<file path="src/rtl/fetch_stage.sv">
// rtl/fetch_stage.sv - IF stage: PC, instruction-memory handshake, one-entry hold buffer, IF/ID register
module fetch_stage #(
  parameter int              PC_W     = 16,
  parameter int              INSTR_W  = 16,
  parameter logic [PC_W-1:0] RESET_PC = '0,
  parameter logic [3:0]      OP_HLT   = 4'hF,
  parameter logic [3:0]      OP_LLB   = 4'hA,
  parameter logic [3:0]      OP_LHB   = 4'hB
) (
  input  logic               clk,
  input  logic               rst,
  input  logic               pc_write_en,
  input  logic               if_id_write_en,
  input  logic               if_id_clean,
  input  logic [PC_W-1:0]    jump_target,
  output logic               imem_req,
  output logic [PC_W-1:0]    imem_addr,
  input  logic [INSTR_W-1:0] imem_rdata,
  input  logic               imem_valid,
  output logic [INSTR_W-1:0] if_id_instr,
  output logic [PC_W-1:0]    if_id_pc_plus1,
  output logic               if_id_valid,
  output logic [3:0]         if_id_Rs,
  output logic [3:0]         if_id_Rt,
  output logic               run
);

  typedef enum logic [1:0] {S_FETCH, S_HOLD, S_HALT} state_t;

  state_t             r_state, w_state_nx;
  logic [PC_W-1:0]    r_pc, w_pc_nx;
  logic               r_squash, w_squash_nx;
  logic [INSTR_W-1:0] r_buf, w_buf_nx;
  logic [INSTR_W-1:0] r_if_instr, w_if_instr_nx;
  logic [PC_W-1:0]    r_if_pc1, w_if_pc1_nx;
  logic               r_if_valid, w_if_valid_nx;

  logic               w_avail;
  logic               w_adv;
  logic [INSTR_W-1:0] w_data;
  logic [PC_W-1:0]    w_pc_inc;

  assign w_avail  = ((r_state == S_FETCH) && imem_valid && !r_squash) || (r_state == S_HOLD);
  assign w_data   = (r_state == S_HOLD) ? r_buf : imem_rdata;
  assign w_adv    = pc_write_en && if_id_write_en;
  assign w_pc_inc = r_pc + PC_W'(1);

  always_comb begin
    w_state_nx    = r_state;
    w_pc_nx       = r_pc;
    w_squash_nx   = r_squash;
    w_buf_nx      = r_buf;
    w_if_instr_nx = r_if_instr;
    w_if_pc1_nx   = r_if_pc1;
    w_if_valid_nx = r_if_valid;

    if (if_id_clean) begin
      w_if_instr_nx = '0;
      w_if_pc1_nx   = '0;
      w_if_valid_nx = 1'b0;
      w_pc_nx       = jump_target;
      w_state_nx    = S_FETCH;
      // An outstanding request still owes one response for the old address.
      w_squash_nx   = (r_state == S_FETCH) && !imem_valid;
    end else if (w_avail) begin
      if (w_adv) begin
        w_if_instr_nx = w_data;
        w_if_pc1_nx   = w_pc_inc;
        w_if_valid_nx = 1'b1;
        w_pc_nx       = w_pc_inc;
        w_state_nx    = (w_data[INSTR_W-1 -: 4] == OP_HLT) ? S_HALT : S_FETCH;
      end else begin
        if (r_state == S_FETCH) w_buf_nx = imem_rdata;
        w_state_nx = S_HOLD;
      end
    end else begin
      if (r_state == S_FETCH && imem_valid) w_squash_nx = 1'b0;
      if (if_id_write_en) begin
        w_if_instr_nx = '0;
        w_if_pc1_nx   = '0;
        w_if_valid_nx = 1'b0;
      end
    end
  end

  always_ff @(posedge clk) begin
    if (rst) begin
      r_state    <= S_FETCH;
      r_pc       <= RESET_PC;
      r_squash   <= 1'b0;
      r_buf      <= '0;
      r_if_instr <= '0;
      r_if_pc1   <= '0;
      r_if_valid <= 1'b0;
    end else begin
      r_state    <= w_state_nx;
      r_pc       <= w_pc_nx;
      r_squash   <= w_squash_nx;
      r_buf      <= w_buf_nx;
      r_if_instr <= w_if_instr_nx;
      r_if_pc1   <= w_if_pc1_nx;
      r_if_valid <= w_if_valid_nx;
    end
  end

  assign imem_req       = (r_state == S_FETCH);
  assign imem_addr      = r_pc;
  assign run            = (r_state != S_HALT);
  assign if_id_instr    = r_if_instr;
  assign if_id_pc_plus1 = r_if_pc1;
  assign if_id_valid    = r_if_valid;
  assign if_id_Rt       = r_if_instr[3:0];
  // Load-byte ops carry their source register in the rd slot.
  assign if_id_Rs       = (r_if_instr[INSTR_W-1 -: 4] == OP_LLB || r_if_instr[INSTR_W-1 -: 4] == OP_LHB)
                          ? r_if_instr[11:8] : r_if_instr[7:4];

endmodule

</file>
<file path="config.mk">
export PLATFORM = sky130hd
export DESIGN_NAME = fetch_stage
export DESIGN_NICKNAME = d
export VERILOG_FILES = /design/src/rtl/fetch_stage.sv
export SDC_FILE = /design/constraint.sdc
export NUM_CORES = 1
export LEC_CHECK = 0
export BUFFER_PORTS_ARGS = -buffer_cell sky130_fd_sc_hd__clkbuf_2
export CAP_MARGIN = 25
export CORE_MARGIN = 2
export CORE_UTILIZATION = 55
export DETAILED_ROUTE_END_ITERATION = 10
export PLACE_DENSITY = 0.81
export RECOVER_POWER = 100
export SLEW_MARGIN = 40
export SYNTH_ARGS = -nofsm -noshare
export SYNTH_HDL_FRONTEND = slang
export SYNTH_SLANG_ARGS = --single-unit
</file>
<file path="constraint.sdc">
create_clock -name clk -period 5.15 [get_ports clk]
set_clock_uncertainty 0.1 [all_clocks]
set_input_delay 0 -clock clk [delete_from_list [all_inputs] [get_ports clk]]
set_output_delay 0 -clock clk [all_outputs]
set_load 0.01 [all_outputs]
</file>
==> metrics <==
Initial Util 56.7%; Setup CP Type reg2reg; syn nets roughly 360; number of DRC markers in iteration 0 approximately 180; Pre-antenna DRT Iters 4; CP required between 5 and 6 ns; # setup viols final 0; deepest clock path buffer count 2; Final Instance Count excl. Fillers ~510; Clock Sink Count 68; total grt overflow 0; Synth area leaders dfxtp_1 (44%), mux2i_1 (11%), o2bb2ai_1 (7.6%); Fin. Hold Viols 0; Critical Path AT roughly 3.0 ns; FF-to-FF path depth 4; Worst R2R Start r_state[1]$_SDFFE_PP0P_; Die W 79.1 um; first-pass GRT wire length 13100 um; reg2reg setup slack approximately 2.3 ns; most frequent cells in the layout dfxtp_1 (68), clkbuf_1 (62), clkbuf_2 (37); vias in the first global route about 2700; worst setup path start r_state[1]$_SDFFE_PP0P_; Area growth, synth to finish 27.6%; ant diodes 0; sequential area share after synthesis a little over two fifths; TritonCTS clock tree yes; Period minus WS final approximately 2.9 ns; crit share post-route between 50% and 60%; Synth Cell Area around 3100 um^2; share of cells above drive strength 1 about an eighth; cell taking the most area after synthesis dfxtp_1; CP startpoint kind register; CP Max Fanout 32; postcts setup bufs 0; most common cell after layout, fill and taps aside dfxtp_1; GR Util All Layers between 20% and 30%; RR Endpoint if_id_instr[8]$_SDFFE_PP0P_; number of port buffers 96; CTS HTree Levels 3; routed vias 2901; vias per cell ~5.7; RSZ-0062 raised after global routing false; Core Rows 27; Async S/R FF share, synth 0%; number of synthesized register bits about 70; Clock Latency Late Sink 0.34 ns; antenna violations before repair 0; final wirelength around 8000 um; Leakage 0.00162 uW; Worst-path clk slew ~0.070 ns; HPWL after DPL between 5000 and 6000 um; Post-synth EDFFs 0; setup TNS 0 ns; Remaining DRCs 0; status finished clean; Worst slew margin roughly 11%; max-cap viol count 0; Inserted Clock Buffers 9; Worst setup endpoint if_id_instr[8]$_SDFFE_PP0P_; Synth Flop Type dfxtp_1; synth warn 0; peak supply drop ~0.16 mV; worst slew pin tran between 1 and 1.5 ns; die height around 79 um; post-route ant nets 0; Nets roughly 470; Synth Instances between 300 and 400; post-synth top area share 43.9%; Root Buffer clkbuf_8; Ports just under 100; placed cell count 463; Hold Path Class in2reg; Yosys cell types 46; max-slew violations 0; Die Area between 6000 and 7000 um^2; fmax approximately 350 MHz; Avg Inst Size Synth slightly below 10 um^2; Power per Cell Area ~280 nW/um^2; post-DR wirelength/cell roughly 16 um; crit end category register; largest net degree at the start of global routing 36; Final GP Congestion about 0.84; core area roughly 5500 um^2
how the worst min path moves through the flow:
| stage | cells after the start | startpoint | endpoint |
|---|---|---|---|
| finish | 3 | if_id_write_en | if_id_pc_plus1[1]$_SDFFE_PP0P_ |
| CTS | 3 | if_id_write_en | if_id_instr[12]$_SDFFE_PP0P_ |
| global placement | 2 | imem_valid | r_squash$_SDFFE_PP0P_ |
| floorplan | 1 | imem_valid | r_squash$_SDFFE_PP0P_ |
| global route | 3 | if_id_write_en | if_id_pc_plus1[0]$_SDFFE_PP0P_ |
| detailed placement | 2 | imem_valid | r_squash$_SDFFE_PP0P_ |
flip-flops by register name (all words and copies together), names as in the netlist:
name,flops
if_id_instr,16
if_id_pc_plus1,16
imem_addr,16
r_buf,16
r_state,2
if_id_valid,1
r_squash,1
per-layer routing:
metal  wire [um]  track usage, %
met4         157            10.2
met2        3890            44.6
met5           0               0
met1        3440            33.3
met3         596            6.82
through the flow:
stage                     total power [uW]  instance area, um^2  util (%)  hold slack [ns]  setup slack (ns)
after floorplan                        654                 3100         -         -0.00135              3.19
after global placement                 696                 3550      64.8            0.123              2.44
after detailed placement               699                 3560      65.0            0.124              2.87
after CTS                             1100                 4060      74.2           0.0346              2.96
after global routing                  1140                 3960      72.3           0.0590              1.99
final                                 1090                 3960      72.3           0.0558              2.28
synthesized netlist by cell type (6+ instances only):
master and number:
dfxtp_1 68, nor2_1 35, mux2i_1 33, o2bb2ai_1 27
xnor2_1 12, buf_2 10, nand2_1 10, clkbuf_1 7
inv_1 7, nand3_1 7, a211oi_1 6, o21a_1 6
critical path, cell delays in order (launching register included):
cell and delay [ns]:
dfxtp_1 0.35, nand3b_1 0.22, a21oi_1 0.83, nand2_1 0.89, o2bb2ai_1 0.38
layout make-up:
class / instances / area (um^2)
inverter: 8 / 30.0
timing repair buffer: 130 / 741
sequential: 68 / 1360
clock buffer: 13 / 159
clock inverter: 2 / 10.0
fill: 456 / 1520
tap: 72 / 90.1
multi-input combinational: 218 / 1570
repair_timing:
item / in CTS / in global routing
resized for setup: 0 / 0
endpoints found under the hold margin: 49 / 0
hold buffers: 33 / 0
kinds of logic (layout without fill, tap and decap cells):
kind of cell | count (synthesis) | in the layout | share of synthesized area, %
flip-flops | 68 | 68 | 43.9
XOR/XNOR | 16 | 16 | 4.52
buffers and inverters | 34 | 153 | 5.25
multiplexers | 37 | 37 | 12.1
AND/OR/NAND/NOR | 84 | 84 | 14.0
AO/OA/AOI/OAI | 80 | 80 | 19.8
adder cells (fa/ha/maj) | 1 | 1 | 0.403
where the power goes:
part | internal [uW] | leakage (uW) | total [uW] | switching, uW
sequential | 544 | 0.000554 | 567 | 23.2
clock | 197 | 0.0000893 | 389 | 191
combinational | 65.8 | 0.000974 | 139 | 72.8
total | 807 | 0.00162 | 1090 | 287
No activity file was read; power rests on OpenSTA's default activity.
